==> src/rtl/cic_decim.sv <==
// ---------------------------------------------------------------------------
// cic_decim
//   Third-order CIC decimator that turns a 1-bit sigma-delta bitstream into
//   signed PCM samples. Three integrators run at the input rate and three
//   combs (differential delay 1) run once every R = 2**DEC_LOG2 consumed bits.
//   Filter state wraps in two's complement at W = 3*DEC_LOG2+2 bits. Only the
//   final output is shifted and clamped to BW bits.
//
//   Parameters
//     BW        signed PCM output width
//     DEC_LOG2  log2 of the decimation ratio. Legal when 3*DEC_LOG2 >= BW-1
//               and DEC_LOG2 >= 1.
//
//   Ports
//     clk        system clock, rising edge
//     rst        synchronous active-high reset, clears all state
//     bs_in      bitstream sample (1 -> +1, 0 -> -1)
//     bs_en      qualifies bs_in; nothing advances while low
//     pcm_out    decimated sample, held between strobes
//     pcm_valid  one-cycle strobe marking a new pcm_out
// ---------------------------------------------------------------------------
module cic_decim #(
    parameter int BW       = 16,
    parameter int DEC_LOG2 = 6
) (
    input  logic                 clk,
    input  logic                 rst,
    input  logic                 bs_in,
    input  logic                 bs_en,
    output logic signed [BW-1:0] pcm_out,
    output logic                 pcm_valid
);

    localparam int W     = 3*DEC_LOG2 + 2;
    // Gain is R**3 = 2**(3*DEC_LOG2). This shift maps full scale onto 2**(BW-1).
    localparam int SHIFT = 3*DEC_LOG2 - BW + 1;

    localparam logic signed [W-1:0] SAT_MAX = {{(W-BW+1){1'b0}}, {(BW-1){1'b1}}};
    localparam logic signed [W-1:0] SAT_MIN = {{(W-BW+1){1'b1}}, {(BW-1){1'b0}}};

    function automatic logic signed [BW-1:0] sat(input logic signed [W-1:0] v);
        logic signed [BW-1:0] r;
        if (v > SAT_MAX)
            r = SAT_MAX[BW-1:0];
        else if (v < SAT_MIN)
            r = SAT_MIN[BW-1:0];
        else
            r = v[BW-1:0];
        return r;
    endfunction

    logic signed [W-1:0]        i1_q, i2_q, i3_q, i1_d, i2_d, i3_d;
    logic signed [W-1:0]        d0_q, d1_q, d2_q, d0_d, d1_d, d2_d;
    logic        [DEC_LOG2-1:0] cnt_q, cnt_d;
    logic signed [BW-1:0]       pcm_q, pcm_d;
    logic                       vld_q, vld_d;

    logic signed [W-1:0] x;
    logic signed [W-1:0] y0, y1, y2, y3, y3_sh;
    logic                strike;

    assign x      = bs_in ? {{(W-1){1'b0}}, 1'b1} : {W{1'b1}};
    assign strike = bs_en && (cnt_q == {DEC_LOG2{1'b1}});

    // Comb chain works on the pre-edge integrator output.
    assign y0    = i3_q;
    assign y1    = y0 - d0_q;
    assign y2    = y1 - d1_q;
    assign y3    = y2 - d2_q;
    assign y3_sh = y3 >>> SHIFT;

    always_comb begin
        i1_d  = i1_q;
        i2_d  = i2_q;
        i3_d  = i3_q;
        d0_d  = d0_q;
        d1_d  = d1_q;
        d2_d  = d2_q;
        cnt_d = cnt_q;
        pcm_d = pcm_q;
        vld_d = 1'b0;
        if (bs_en) begin
            // Parallel update: every integrator sees the pre-edge value of the one before it.
            i1_d  = i1_q + x;
            i2_d  = i2_q + i1_q;
            i3_d  = i3_q + i2_q;
            cnt_d = cnt_q + 1'b1;
            if (strike) begin
                d0_d  = y0;
                d1_d  = y1;
                d2_d  = y2;
                pcm_d = sat(y3_sh);
                vld_d = 1'b1;
            end
        end
    end

    always_ff @(posedge clk) begin
        if (rst) begin
            i1_q  <= '0;
            i2_q  <= '0;
            i3_q  <= '0;
            d0_q  <= '0;
            d1_q  <= '0;
            d2_q  <= '0;
            cnt_q <= '0;
            pcm_q <= '0;
            vld_q <= 1'b0;
        end else begin
            i1_q  <= i1_d;
            i2_q  <= i2_d;
            i3_q  <= i3_d;
            d0_q  <= d0_d;
            d1_q  <= d1_d;
            d2_q  <= d2_d;
            cnt_q <= cnt_d;
            pcm_q <= pcm_d;
            vld_q <= vld_d;
        end
    end

    assign pcm_out   = pcm_q;
    assign pcm_valid = vld_q;

endmodule

==> config.mk <==
export PLATFORM = sky130hd
export DESIGN_NAME = cic_decim
export DESIGN_NICKNAME = d
export VERILOG_FILES = /design/src/rtl/cic_decim.sv
export SDC_FILE = /design/constraint.sdc
export NUM_CORES = 1
export LEC_CHECK = 0
export CAP_MARGIN = 20
export CORE_MARGIN = 3
export CORE_UTILIZATION = 55
export CTS_BUF_LIST = sky130_fd_sc_hd__clkbuf_8
export DETAILED_ROUTE_END_ITERATION = 10
export PLACE_DENSITY = 0.72
export SLEW_MARGIN = 20
export SYNTH_ARGS = -nofsm -noshare
export SYNTH_HDL_FRONTEND = slang
export SYNTH_SLANG_ARGS = --single-unit
==> constraint.sdc <==
create_clock -name clk -period 11.7 [get_ports clk]
set_input_delay 2.34 -clock clk [delete_from_list [all_inputs] [get_ports clk]]
set_output_delay 2.34 -clock clk [all_outputs]
set_load 0.005 [all_outputs]
==> run metrics <==
CP max stage cell mux2i_2; final WL 19,000 um; Final Instance Count excl. Fillers 1,523; Max Clock Freq 165 MHz; Clock transition at path regs 0.08 ns; Critical Path AT 6.45 ns; num rows 49; Post-synth ARST share 0; Design Area, Final 10,900 um^2; Primary FF master, synth dfxtp_1; final setup fails 0; worst hold stages 2; final setup TNS 0 ns; Root Driver clkbuf_8; DRC Markers 0; logic gate share of total power 0.666; sw power 0.00130 W; die area 20,100 um^2; Synth Area per Inst 7.91 um^2; FF+latch count, synth 143; DR vias 8,212; largest buffer count on any clock path 2; clock share of power 0.140; Worst Setup Start Kind flop; status finished, final reports clean; core area 18,000 um^2; post_cts resized 0; detailed placement HPWL 13,600 um; commonest non-fill, non-tap cell in the layout nand2_1; GPL Wtd Cong 0.817; Worst Clk Skew 0.0148 ns; CTS tree done; Post-CTS Setup Bufs 0; Crit Path Category flop to flop; worst-path fanout max 15; syn nets 1,404; Seq/Total Area, Yosys 0.282; DRT antenna net count 0; share of post-route cells with drive strength above 1 0.0510; P per Cell Area 261 nW/um^2; WP data required 12.07 ns; Worst Tran Pin Value 0.844 ns; unrepaired setup endpoints after global routing false; Hold Vio Cnt, Final 0; layout filler cell count 1,662; # IOs 21; Antenna Cells 0; Post-Place Cell Area 10,500 um^2; unique cell type count in the Yosys netlist 56; grt total ovfl 0; # clock sinks 143; Final #Nets 1,404; delay-heaviest family, CP compound AO/OA/AOI/OAI gates; CP Depth 27; DR pass1 iterations 4; Sequential Power Share 0.193; maximum VDD drop 401 uV; number of synthesized flops with an enable pin 0; initial antenna violation count 0; Max-cap violations 0; Sw Ratio 0.459; CTS buffer count 17; CP endpoint kind flop; # hold bufs at CTS 0; largest net degree at the start of global routing 80; Mapped Cells 1,282; register area 2860 um^2; Final Max Tran Viols 0; Via density 5.39; Period minus WS final 6.08 ns; worst path bufs/invs 1; hold crit path type flop to flop; worst slack, placed 5.26 ns; Area Overhead vs Synth 7.35%; H-tree Lvls 4; Max-slew headroom 0.437; Mapped Area 10,100 um^2; all-layer global routing usage 0.199; Port Buffers 20; first-pass GRT wire length 34,300 um; Detailed Route Iter0 Violations 269; Initial Util 0.563; Die H 142 um; most frequent cells in the layout nand2_1, nor2_1, dfxtp_1; Die X 142 um; FF-to-FF path depth 27; P_int 0.00154 W; area of the multi-input gates 6780 um^2; fin crit share 0.519; post-placement cell count 1,492; Yosys warnings 0; per-cell routed wire length 12.5 um; number of global-route vias before repair 7,903; Leakage 4.59 nW; Critical Path Max Stage Delay 0.60 ns; worst-skew pair later-pin latency 0.45 ns; fin worst setup slack 5.62 ns
==> cell families (layout without fill, tap and decap cells) <==
| group | after synthesis | count (layout) | synth area share |
|---|---|---|---|
| buffers and inverters | 132 | 144 | 0.0500 |
| AND/OR/NAND/NOR | 432 | 432 | 0.185 |
| AO/OA/AOI/OAI | 302 | 302 | 0.190 |
| flip-flops | 143 | 143 | 0.282 |
| multiplexers | 50 | 50 | 0.0498 |
| adder cells (fa/ha/maj) | 118 | 118 | 0.149 |
| XOR/XNOR | 105 | 105 | 0.0933 |
==> worst min-delay path, delay by kind of cell (launching register included) <==
kind | cells | cell delay (ns)
AOI/OAI and AO/OA | 1 | 0.05
DFF | 1 | 0.31
and+or+nand+nor | 1 | 0.05
==> cell type report <==
type,count,area share
Sequential cell,143,0.263
Tap cell,229,0.0263
Timing Repair Buffer,24,0.0207
Clock buffer,21,0.0265
Multi-Input combinational cell,1007,0.623
Clock inverter,10,0.0102
Inverter,89,0.0307
==> state kept, by name (all words and copies together) (netlist names) <==
signal and count:
i3_q 20, i1_q 20, d0_q 20, cnt_q 6
pcm_valid 1, d2_q 20, pcm_out 16, i2_q 20
d1_q 20
==> power by group through the flow <==
stage / clock [W] / sequential [W] / combinational (W)
floorplan: 0 / 0.000549 / 0.00160
global placement: 0 / 0.000558 / 0.00183
detailed placement: 0 / 0.000559 / 0.00187
CTS: 0.000409 / 0.000548 / 0.00189
global route: 0.000431 / 0.000554 / 0.00215
finish: 0.000398 / 0.000548 / 0.00189
==> worst paths after layout <==
check             startpoint          to  slack, ns
setup / recovery     i3_q[0]  pcm_out[9]       5.62
hold / removal      d1_q[17]    d1_q[17]       0.45
setup reg to reg     i3_q[0]  pcm_out[9]       5.62
hold reg to reg     d1_q[17]    d1_q[17]       0.45
==> cell usage after synthesis, drive strengths merged, types with 3 or more instances <==
library cell | instances | area share
o211ai | 4 | 0.0030
o31ai | 4 | 0.0030
ha | 113 | 0.14
xor2 | 26 | 0.023
nor2b | 15 | 0.010
nand3b | 3 | 0.0022
nand2 | 170 | 0.063
fa | 5 | 0.0099
a31o | 4 | 0.0035
nand3 | 20 | 0.0099
dfxtp | 143 | 0.28
a21o | 31 | 0.023
a41o | 4 | 0.0041
or2 | 4 | 0.0025
a211oi | 32 | 0.029
o21ai | 38 | 0.019
buf | 6 | 0.0033
and3 | 13 | 0.0080
o21a | 12 | 0.0089
nand2b | 21 | 0.013
nand4 | 6 | 0.0037
mux2i | 49 | 0.049
nor3 | 21 | 0.011
o21bai | 10 | 0.0074
a211o | 5 | 0.0043
o22ai | 5 | 0.0031
a31oi | 6 | 0.0052
a21oi | 135 | 0.067
and2 | 7 | 0.0043
nor2 | 147 | 0.054
clkbuf | 37 | 0.014
inv | 89 | 0.033
xnor2 | 79 | 0.070
==> metal layers <==
layer / global-route usage / up-vias / share of wire / routed length [um]
met3: 0.0364 / 20 / 0.022 / 413
met5: 0 / - / 0 / 0
met4: 0.0535 / 0 / 0.012 / 229
met2: 0.354 / 75 / 0.48 / 9220
met1: 0.247 / 3717 / 0.48 / 9190
li1: - / 4400 / - / -
==> per-stage QoR <==
| stage | util | total power, W | hold slack [ns] |
|---|---|---|---|
| 2_1_floorplan | - | 0.00215 | 0.436 |
| 3_3_place_gp | 0.582 | 0.00239 | 0.441 |
| 3_5_place_dp | 0.582 | 0.00243 | 0.447 |
| 4_1_cts | 0.604 | 0.00284 | 0.457 |
| 5_1_grt | 0.604 | 0.00313 | 0.475 |
| 6_report | 0.604 | 0.00284 | 0.454 |
Power figures use the tool's default switching activity.
